==> src/rtl/selen_wb_pkg.sv <==
// selen_wb_pkg: shared types and widths for the core-to-Wishbone B4 pipelined master bridge.
// Core widths default to 32/32/4 when the CORE_* macros are not supplied by the build.

`ifndef CORE_ADDR_WIDTH
`define CORE_ADDR_WIDTH 32
`endif
`ifndef CORE_DATA_WIDTH
`define CORE_DATA_WIDTH 32
`endif
`ifndef CORE_BE_WIDTH
`define CORE_BE_WIDTH 4
`endif

package selen_wb_pkg;

    localparam int unsigned CORE_ADDR_W = `CORE_ADDR_WIDTH;
    localparam int unsigned CORE_DATA_W = `CORE_DATA_WIDTH;
    localparam int unsigned CORE_BE_W   = `CORE_BE_WIDTH;
    localparam int unsigned TIMEOUT_CYC = 256;
    localparam int unsigned TIMEOUT_W   = $clog2(TIMEOUT_CYC);

    typedef enum logic [1:0] {
        IDLE = 2'd0,
        REQ  = 2'd1,
        WAIT = 2'd2,
        RESP = 2'd3
    } wbm_state_t;

    // Captured core request, driven onto the WB outputs for the whole cycle
    typedef struct packed {
        logic [CORE_ADDR_W-1:0] addr;
        logic [CORE_DATA_W-1:0] wdata;
        logic [CORE_BE_W-1:0]   be;
        logic                   we;
        logic                   lock;
        logic                   tga;
        logic                   tgc;
    } wbm_req_t;

endpackage

==> src/rtl/selen_wb_master_if.sv <==
// selen_wb_master_if: Wishbone B4 pipelined master/slave signal bundle.

interface selen_wb_master_if
    import selen_wb_pkg::*;
#(
    parameter int unsigned ADDR_W = CORE_ADDR_W,
    parameter int unsigned DATA_W = CORE_DATA_W,
    parameter int unsigned BE_W   = CORE_BE_W
) ();

    logic [DATA_W-1:0] wb_dat_o;
    logic [ADDR_W-1:0] wb_adr_o;
    logic [BE_W-1:0]   wb_sel_o;
    logic              wb_we_o;
    logic              wb_cyc_o;
    logic              wb_stb_o;
    logic              wb_lock_o;
    logic              wb_tga_o;
    logic              wb_tgc_o;
    logic [DATA_W-1:0] wb_dat_i;
    logic              wb_ack_i;
    logic              wb_err_i;
    logic              wb_rty_i;
    logic              wb_stall_i;

    modport master (
        output wb_dat_o, wb_adr_o, wb_sel_o, wb_we_o, wb_cyc_o, wb_stb_o,
               wb_lock_o, wb_tga_o, wb_tgc_o,
        input  wb_dat_i, wb_ack_i, wb_err_i, wb_rty_i, wb_stall_i
    );

    modport slave (
        input  wb_dat_o, wb_adr_o, wb_sel_o, wb_we_o, wb_cyc_o, wb_stb_o,
               wb_lock_o, wb_tga_o, wb_tgc_o,
        output wb_dat_i, wb_ack_i, wb_err_i, wb_rty_i, wb_stall_i
    );

endinterface

==> src/rtl/selen_wb_master.sv <==
// selen_wb_master: core valid/ready request channel to Wishbone B4 pipelined master,
// one outstanding transaction, local retry/error handling, valid/ready response.
// Optional watchdog enabled by defining SELEN_WB_TIMEOUT_EN.

module selen_wb_master
    import selen_wb_pkg::*;
#(
    parameter int unsigned ADDR_W  = CORE_ADDR_W,
    parameter int unsigned DATA_W  = CORE_DATA_W,
    parameter int unsigned BE_W    = CORE_BE_W,
    parameter int unsigned RTY_MAX = 3
`ifdef SELEN_WB_TIMEOUT_EN
    ,
    parameter int unsigned TIMEOUT_CYC = 256
`endif
) (
    input  logic              clk,
    input  logic              rst_n,
    input  logic              req_val,
    output logic              req_rdy,
    input  logic [ADDR_W-1:0] req_addr,
    input  logic [DATA_W-1:0] req_wdata,
    input  logic [BE_W-1:0]   req_be,
    input  logic              req_we,
    input  logic              req_lock,
    input  logic              req_tga,
    input  logic              req_tgc,
    output logic              rsp_val,
    input  logic              rsp_rdy,
    output logic [DATA_W-1:0] rsp_rdata,
    output logic              rsp_err,
    selen_wb_master_if.master wb
);

    localparam int unsigned RTY_W = (RTY_MAX < 1) ? 1 : $clog2(RTY_MAX + 1);

    wbm_state_t        state_q, state_d;
    wbm_req_t          req_q, req_d;
    logic              cyc_q, cyc_d;
    logic              stb_q, stb_d;
    logic              lock_q, lock_d;
    logic              rsp_val_d;
    logic              rsp_err_d;
    logic [DATA_W-1:0] rsp_rdata_d;
    logic [RTY_W-1:0]  rty_q, rty_d;
    logic              term_en;
    logic              fin_err;
    logic              fin_ok;

`ifdef SELEN_WB_TIMEOUT_EN
    localparam int unsigned TMO_W = (TIMEOUT_CYC < 2) ? 1 : $clog2(TIMEOUT_CYC);
    logic [TMO_W-1:0] tmo_q, tmo_d;
`endif

    // Next-state and next-output decode
    always_comb begin
        state_d     = state_q;
        req_d       = req_q;
        cyc_d       = cyc_q;
        stb_d       = stb_q;
        lock_d      = lock_q;
        rsp_val_d   = rsp_val;
        rsp_err_d   = rsp_err;
        rsp_rdata_d = rsp_rdata;
        rty_d       = rty_q;
        term_en     = 1'b0;
        fin_err     = 1'b0;
        fin_ok      = 1'b0;
`ifdef SELEN_WB_TIMEOUT_EN
        tmo_d       = tmo_q;
`endif
        case (state_q)
            IDLE: begin
                if (req_val) begin
                    req_d.addr  = CORE_ADDR_W'(req_addr);
                    req_d.wdata = CORE_DATA_W'(req_wdata);
                    req_d.be    = CORE_BE_W'(req_be);
                    req_d.we    = req_we;
                    req_d.lock  = req_lock;
                    req_d.tga   = req_tga;
                    req_d.tgc   = req_tgc;
                    cyc_d       = 1'b1;
                    stb_d       = 1'b1;
                    lock_d      = req_lock;
                    state_d     = REQ;
`ifdef SELEN_WB_TIMEOUT_EN
                    tmo_d       = '0;
`endif
                end
            end
            REQ: begin
`ifdef SELEN_WB_TIMEOUT_EN
                tmo_d = TMO_W'(tmo_q + 1'b1);
`endif
                if (!wb.wb_stall_i) begin
                    stb_d   = 1'b0;
                    state_d = WAIT;
                    term_en = 1'b1;
                end
            end
            WAIT: begin
`ifdef SELEN_WB_TIMEOUT_EN
                tmo_d   = TMO_W'(tmo_q + 1'b1);
`endif
                term_en = 1'b1;
            end
            RESP: begin
                if (rsp_rdy) begin
                    rsp_val_d = 1'b0;
                    rty_d     = '0;
                    state_d   = IDLE;
                end
            end
            default: state_d = IDLE;
        endcase

        // Termination priority err > rty > ack; exhausted retries become errors
        if (term_en) begin
            if (wb.wb_err_i || (wb.wb_rty_i && (rty_q == RTY_W'(RTY_MAX)))) begin
                fin_err = 1'b1;
            end else if (wb.wb_rty_i) begin
                rty_d   = RTY_W'(rty_q + 1'b1);
                stb_d   = 1'b1;
                state_d = REQ;
            end else if (wb.wb_ack_i) begin
                fin_ok  = 1'b1;
            end
        end

`ifdef SELEN_WB_TIMEOUT_EN
        if (((state_q == REQ) || (state_q == WAIT)) && (tmo_q == TMO_W'(TIMEOUT_CYC - 1))
            && !(term_en && (wb.wb_err_i || wb.wb_rty_i || wb.wb_ack_i))) begin
            fin_err = 1'b1;
        end
`endif

        if (fin_err || fin_ok) begin
            cyc_d       = 1'b0;
            stb_d       = 1'b0;
            lock_d      = 1'b0;
            rsp_val_d   = 1'b1;
            rsp_err_d   = fin_err;
            rsp_rdata_d = (fin_err || req_q.we) ? '0 : wb.wb_dat_i;
            state_d     = RESP;
        end
    end

    // State and output registers
    always_ff @(posedge clk or negedge rst_n) begin
        if (!rst_n) begin
            state_q   <= IDLE;
            req_q     <= '0;
            cyc_q     <= 1'b0;
            stb_q     <= 1'b0;
            lock_q    <= 1'b0;
            rsp_val   <= 1'b0;
            rsp_err   <= 1'b0;
            rsp_rdata <= '0;
            rty_q     <= '0;
            req_rdy   <= 1'b1;
`ifdef SELEN_WB_TIMEOUT_EN
            tmo_q     <= '0;
`endif
        end else begin
            state_q   <= state_d;
            req_q     <= req_d;
            cyc_q     <= cyc_d;
            stb_q     <= stb_d;
            lock_q    <= lock_d;
            rsp_val   <= rsp_val_d;
            rsp_err   <= rsp_err_d;
            rsp_rdata <= rsp_rdata_d;
            rty_q     <= rty_d;
            req_rdy   <= (state_d == IDLE);
`ifdef SELEN_WB_TIMEOUT_EN
            tmo_q     <= tmo_d;
`endif
        end
    end

    // WB outputs come straight from registers
    assign wb.wb_adr_o  = ADDR_W'(req_q.addr);
    assign wb.wb_dat_o  = DATA_W'(req_q.wdata);
    assign wb.wb_sel_o  = BE_W'(req_q.be);
    assign wb.wb_we_o   = req_q.we;
    assign wb.wb_tga_o  = req_q.tga;
    assign wb.wb_tgc_o  = req_q.tgc;
    assign wb.wb_cyc_o  = cyc_q;
    assign wb.wb_stb_o  = stb_q;
    assign wb.wb_lock_o = lock_q;

endmodule

==> src/flat_wrapper.sv <==
// flat-port wrapper written by rule: the top's interface ports become plain ports
module selen_wb_master_flat import selen_wb_pkg::*;
#(
    parameter int unsigned ADDR_W  = CORE_ADDR_W,
    parameter int unsigned DATA_W  = CORE_DATA_W,
    parameter int unsigned BE_W    = CORE_BE_W,
    parameter int unsigned RTY_MAX = 3

)
  (clk, rst_n, req_val, req_rdy, req_addr, req_wdata, req_be, req_we, req_lock, req_tga, req_tgc, rsp_val, rsp_rdy, rsp_rdata, rsp_err, wb_wb_dat_o, wb_wb_adr_o, wb_wb_sel_o, wb_wb_we_o, wb_wb_cyc_o, wb_wb_stb_o, wb_wb_lock_o, wb_wb_tga_o, wb_wb_tgc_o, wb_wb_dat_i, wb_wb_ack_i, wb_wb_err_i, wb_wb_rty_i, wb_wb_stall_i);
  selen_wb_master_if #(.ADDR_W(ADDR_W), .DATA_W(DATA_W), .BE_W(BE_W)) wb_i ();
  input  logic clk;
  input  logic rst_n;
  input  logic req_val;
  output logic req_rdy;
  input  logic [ADDR_W-1:0] req_addr;
  input  logic [DATA_W-1:0] req_wdata;
  input  logic [BE_W-1:0] req_be;
  input  logic req_we;
  input  logic req_lock;
  input  logic req_tga;
  input  logic req_tgc;
  output logic rsp_val;
  input  logic rsp_rdy;
  output logic [DATA_W-1:0] rsp_rdata;
  output logic rsp_err;
  output wire logic [$bits(wb_i.wb_dat_o)-1:0] wb_wb_dat_o;
  output wire logic [$bits(wb_i.wb_adr_o)-1:0] wb_wb_adr_o;
  output wire logic [$bits(wb_i.wb_sel_o)-1:0] wb_wb_sel_o;
  output wire logic [$bits(wb_i.wb_we_o)-1:0] wb_wb_we_o;
  output wire logic [$bits(wb_i.wb_cyc_o)-1:0] wb_wb_cyc_o;
  output wire logic [$bits(wb_i.wb_stb_o)-1:0] wb_wb_stb_o;
  output wire logic [$bits(wb_i.wb_lock_o)-1:0] wb_wb_lock_o;
  output wire logic [$bits(wb_i.wb_tga_o)-1:0] wb_wb_tga_o;
  output wire logic [$bits(wb_i.wb_tgc_o)-1:0] wb_wb_tgc_o;
  input wire logic [$bits(wb_i.wb_dat_i)-1:0] wb_wb_dat_i;
  input wire logic [$bits(wb_i.wb_ack_i)-1:0] wb_wb_ack_i;
  input wire logic [$bits(wb_i.wb_err_i)-1:0] wb_wb_err_i;
  input wire logic [$bits(wb_i.wb_rty_i)-1:0] wb_wb_rty_i;
  input wire logic [$bits(wb_i.wb_stall_i)-1:0] wb_wb_stall_i;
  assign wb_wb_dat_o = wb_i.wb_dat_o;
  assign wb_wb_adr_o = wb_i.wb_adr_o;
  assign wb_wb_sel_o = wb_i.wb_sel_o;
  assign wb_wb_we_o = wb_i.wb_we_o;
  assign wb_wb_cyc_o = wb_i.wb_cyc_o;
  assign wb_wb_stb_o = wb_i.wb_stb_o;
  assign wb_wb_lock_o = wb_i.wb_lock_o;
  assign wb_wb_tga_o = wb_i.wb_tga_o;
  assign wb_wb_tgc_o = wb_i.wb_tgc_o;
  assign wb_i.wb_dat_i = wb_wb_dat_i;
  assign wb_i.wb_ack_i = wb_wb_ack_i;
  assign wb_i.wb_err_i = wb_wb_err_i;
  assign wb_i.wb_rty_i = wb_wb_rty_i;
  assign wb_i.wb_stall_i = wb_wb_stall_i;
  selen_wb_master #(.ADDR_W(ADDR_W), .DATA_W(DATA_W), .BE_W(BE_W), .RTY_MAX(RTY_MAX)) u_core (.clk(clk), .rst_n(rst_n), .req_val(req_val), .req_rdy(req_rdy), .req_addr(req_addr), .req_wdata(req_wdata), .req_be(req_be), .req_we(req_we), .req_lock(req_lock), .req_tga(req_tga), .req_tgc(req_tgc), .rsp_val(rsp_val), .rsp_rdy(rsp_rdy), .rsp_rdata(rsp_rdata), .rsp_err(rsp_err), .wb(wb_i));
endmodule
==> config.mk <==
export PLATFORM = sky130hd
export DESIGN_NAME = selen_wb_master_flat
export DESIGN_NICKNAME = d
export VERILOG_FILES = /design/src/rtl/selen_wb_pkg.sv /design/src/rtl/selen_wb_master_if.sv /design/src/rtl/selen_wb_master.sv /design/src/flat_wrapper.sv
export SDC_FILE = /design/constraint.sdc
export NUM_CORES = 1
export LEC_CHECK = 0
export ABC_CLOCK_PERIOD_IN_PS = 2100
export CAP_MARGIN = 0
export CORE_ASPECT_RATIO = 1.4
export CORE_UTILIZATION = 35
export CTS_CLUSTER_DIAMETER = 150
export DETAILED_ROUTE_END_ITERATION = 8
export PLACE_DENSITY = 0.7
export SLEW_MARGIN = 10
export SYNTH_ARGS = -nofsm -noshare
export SYNTH_HDL_FRONTEND = slang
export SYNTH_SLANG_ARGS = --single-unit
==> constraint.sdc <==
create_clock -name clk -period 2.1 [get_ports clk]
set_input_delay 0.21 -clock clk [delete_from_list [all_inputs] [get_ports clk]]
set_output_delay 0.21 -clock clk [all_outputs]
set_load 0.01 [all_outputs]
==> run_results.csv, run 1 <==
group,metric,value,unit
floorplan,start_util,35.83,%
timing,setup_viol,0,
critical_path,required,2.42,ns
power_and_ir_drop,power.density,1509,mW/mm²
critical_path,critPathMaxStageDelay,0.41,ns
critical_path,critPathTopFamily,"flip-flops",
detailed_routing,drtIter0Drc,49,
synthesis,synth_area_leaders,"dfrtp_1 61%, mux2_2 17%, mux2i_1 7.4%",
clocking,cts_root_buf,"clkbuf_16",
floorplan,fp.dieW,99.03,µm
detailed_routing,routed_wl,11570,µm
grt,grt_util_met3,5.885,%
synthesis,synthFlopType,"dfrtp_1",
power_and_ir_drop,clkPwrFrac,24.9,%
grt,track_usage,17.53,%
layout,area_delta_synth_final,65.74,%
place,gp_congestion,0.7650,
power_and_ir_drop,p_sw,0.003498,W
detailed_routing,firstDrtPassIters,4,
layout,n_antenna_cell,0,
place,portBuffers,220,
critical_path,worst-path-buf-inv,2,
floorplan,die_area,0.01365,mm²
grt,grt_overflow,0,
clocking,post-cts-setup-buffers,0,
critical_path,regToRegSetupSlack,0.18,ns
worst_hold_path,worstHoldPathType,"input port to async pin",
synthesis,syn_nets,460,
detailed_routing,vias_per_cell,4.695,
clocking,cts_buffers,17,
floorplan,die_h,137.8,µm
grt,met2_usage,30.61,%
clocking,cts_max_level,4,
layout,drive_gt1_share,19.76,%
critical_path,worstSetupEndpointType,"flip-flop",
clocking,cts_tree,"yes",
timing,tns,0,ns
timing,hold_viol_final,0,
synthesis,synth_cell_types,29,
power_and_ir_drop,p_sw_share,30.31,%
clocking,cts_sinks,113,
power_and_ir_drop,power.internal,0.008041,W
detailed_routing,postRouteAntennaNets,0,
power_and_ir_drop,p_comb_share,42.5,%
timing,tightest_slew,0.4799,ns
timing,final-max-slew-violation-count,0,
grt,grt_max_degree,50,
grt,use_met1,19.38,%
clocking,clock_path_buffers,2,
timing,slew_headroom,67.97,%
run_status,status,"finished, final reports clean",
clocking,clk_latency,0.41,ns
timing,rsz0062_at_grt,"no",
floorplan,io_pins,221,
timing,period_needed,1.923,ns
timing,post-route-period-util,91.58,%
synthesis,yosys_warnings,0,
job,cap_violations,0,
place,dp_hpwl,8444,µm
critical_path,startpoint_type,"flip-flop",
detailed_routing,wl_per_cell,15.63,µm
clocking,clk_pin_slew,0.05,ns
grt,gr-max-usage-layer,"met2",
grt,grt_pass1_vias,3768,
synthesis,async_reset_ff_share,100.0,%
synthesis,postSynthCellCount,342,
synthesis,ys_ff_latch,113,
critical_path,path_cells,"inv_1 -> ha_1 -> nand2b_1 -> a221oi_4 -> buf_12 -> mux2i_1",
synthesis,synth_enable_flop_cells,0,
grt,grt_pass1_wl,18320,µm
power_and_ir_drop,seq_power_share,32.6,%
power_and_ir_drop,leakagePower,3.213,nW
critical_path,r2r_end,"u_core.rsp_rdata[4]$_DFFE_PN0N_",
synthesis,synth_top_area_cell,"dfrtp_1",
synthesis,netlist_area,0.004613,mm²
timing,whs,0.2968,ns
critical_path,crit_path_max_fanout,35,
power_and_ir_drop,ir_drop,0.8122,mV
synthesis,ys_seq_area_share,61.32,%
detailed_routing,post-route-drc-count,0,
detailed_routing,dr_total_vias,3474,
synthesis,netlist.area_leader.share,60.75,%
critical_path,crit_type,"flip-flop to flip-flop",
floorplan,core_area,0.01287,mm²
critical_path,reg2reg_from,"u_core.state_q[1]$_DFF_PN0_",
timing,fin_skew,0.008292,ns
synthesis,post-synth-top-count-cell,"dfrtp_1",
layout,final_util,59.39,%
floorplan,row_count,49,
timing,fmax,520.0,MHz
synthesis,avgSynthCellArea,13.49,µm²
critical_path,worstPathArrival,2.24,ns
layout,fillerInstances,1030,
synthesis,netlist_top_cells_count,"112 x dfrtp_1, 71 x mux2_2, 38 x inv_1, 37 x nand2_1, 34 x mux2i_1",
critical_path,reg2reg_depth,6,
critical_path,slowest_stage,"dfrtp_1",
layout,nets,693,
grt,antenna_found_initial,0,
[through the flow]
step	total power [W]	instance area, µm²	cells	worst slack, ns
global placement	0.008576	7044	708	0.2606
global route	0.01219	7646	740	0.09323
floorplan	0.005969	4613	342	0.4374
finish	0.01154	7646	740	0.1768
detailed placement	0.008724	7044	708	0.1728
CTS	0.01168	7646	740	0.1871
[power by group through the flow]
| stage | sequential (W) | clock, W | combinational [W] |
|---|---|---|---|
| global placement | 0.00373 | 0 | 0.00485 |
| global route | 0.00391 | 0.00303 | 0.00526 |
| finish | 0.00376 | 0.00288 | 0.00490 |
| detailed placement | 0.00380 | 0 | 0.00493 |
| floorplan | 0.00422 | 0 | 0.00175 |
| CTS | 0.00378 | 0.00294 | 0.00496 |
[worst register-to-register path, stage by stage (launching register included)]
cell,delay [ns]
dfrtp_1,0.41
inv_1,0.12
ha_1,0.23
nand2b_1,0.15
a221oi_4,0.38
buf_12,0.28
mux2i_1,0.27
[per-layer routing]
metal	share of wire, %	routed length, µm	up-vias
met4	1.5	174	0
li1	-	-	1611
met1	39	4550	1697
met2	52	5968	150
met3	7.5	873	16
met5	0	0	-
[final cells by class]
type	count	area [µm²]	share of cell area (%)
well taps	153	191.4	2.504
flip-flops and latches	113	2829	37.00
clock buffers	17	425.4	5.564
multi-input cells	176	1572	20.55
repair buffers	229	2320	30.34
clock inverters	14	166.4	2.176
inverters	38	142.6	1.865
[repair_timing]
action                    CTS  global route
gates resized for setup     0             0
hold buffers                1             0
hold endpoints to repair   31             0
[cells in the final DEF (no fill, tap or decap), types with 2 or more instances in the layout]
cell               n
nand2_1           36
buf_4              5
a21oi_1            3
clkbuf_16         17
o21ai_0            4
bufinv_16          3
clkdlybuf4s50_1  219
mux2_2            71
ha_1               6
mux2i_1           34
dfrtp_1          112
clkinv_2           3
nand2b_1           2
inv_1             38
a21o_1             2
clkinvlp_4         7
nor2_1             2
buf_12             4
nor2b_1            3
[logic make-up after synthesis]
kind of cell / count (synthesis) / share of synthesized area [%]
flops: 113 / 61.32
compound gates: 18 / 2.929
simple gates: 47 / 4.231
fa+ha+maj: 6 / 1.627
mux: 105 / 24.71
buf+inv: 53 / 5.180
[registers in the layout, indices dropped and copies added (netlist names), 2 cells and up]
register,flops
u_core.wb.wb_dat_o,32
u_core.state_q,2
u_core.rsp_rdata,32
u_core.wb.wb_sel_o,4
u_core.rty_q,2
u_core.wb.wb_adr_o,32
[worst max-delay path by stage]
stage | slack (ns) | cells after the start | end | startpoint
6_report | 0.18 | 6 | u_core.rsp_rdata[4]$_DFFE_PN0N_ | u_core.state_q[1]$_DFF_PN0_
5_1_grt | 0.09 | 6 | u_core.rsp_rdata[23]$_DFFE_PN0N_ | u_core.state_q[1]$_DFF_PN0_
4_1_cts | 0.19 | 6 | u_core.rsp_rdata[16]$_DFFE_PN0N_ | u_core.state_q[1]$_DFF_PN0_
3_5_place_dp | 0.17 | 5 | u_core.rsp_rdata[16]$_DFFE_PN0N_ | wb_wb_rty_i
3_3_place_gp | 0.26 | 5 | u_core.rsp_rdata[10]$_DFFE_PN0N_ | wb_wb_rty_i
2_1_floorplan | 0.44 | 7 | u_core.rsp_rdata[10]$_DFFE_PN0N_ | u_core.state_q[1]$_DFF_PN0_
Power figures use the tool's default switching activity.
==> run 2, diff against run 1 <==
TNS_END_PERCENT = 10   (was not set)
==> results of run 2 <==
The final DEF is identical to that of run 1; final timing and power are the same.
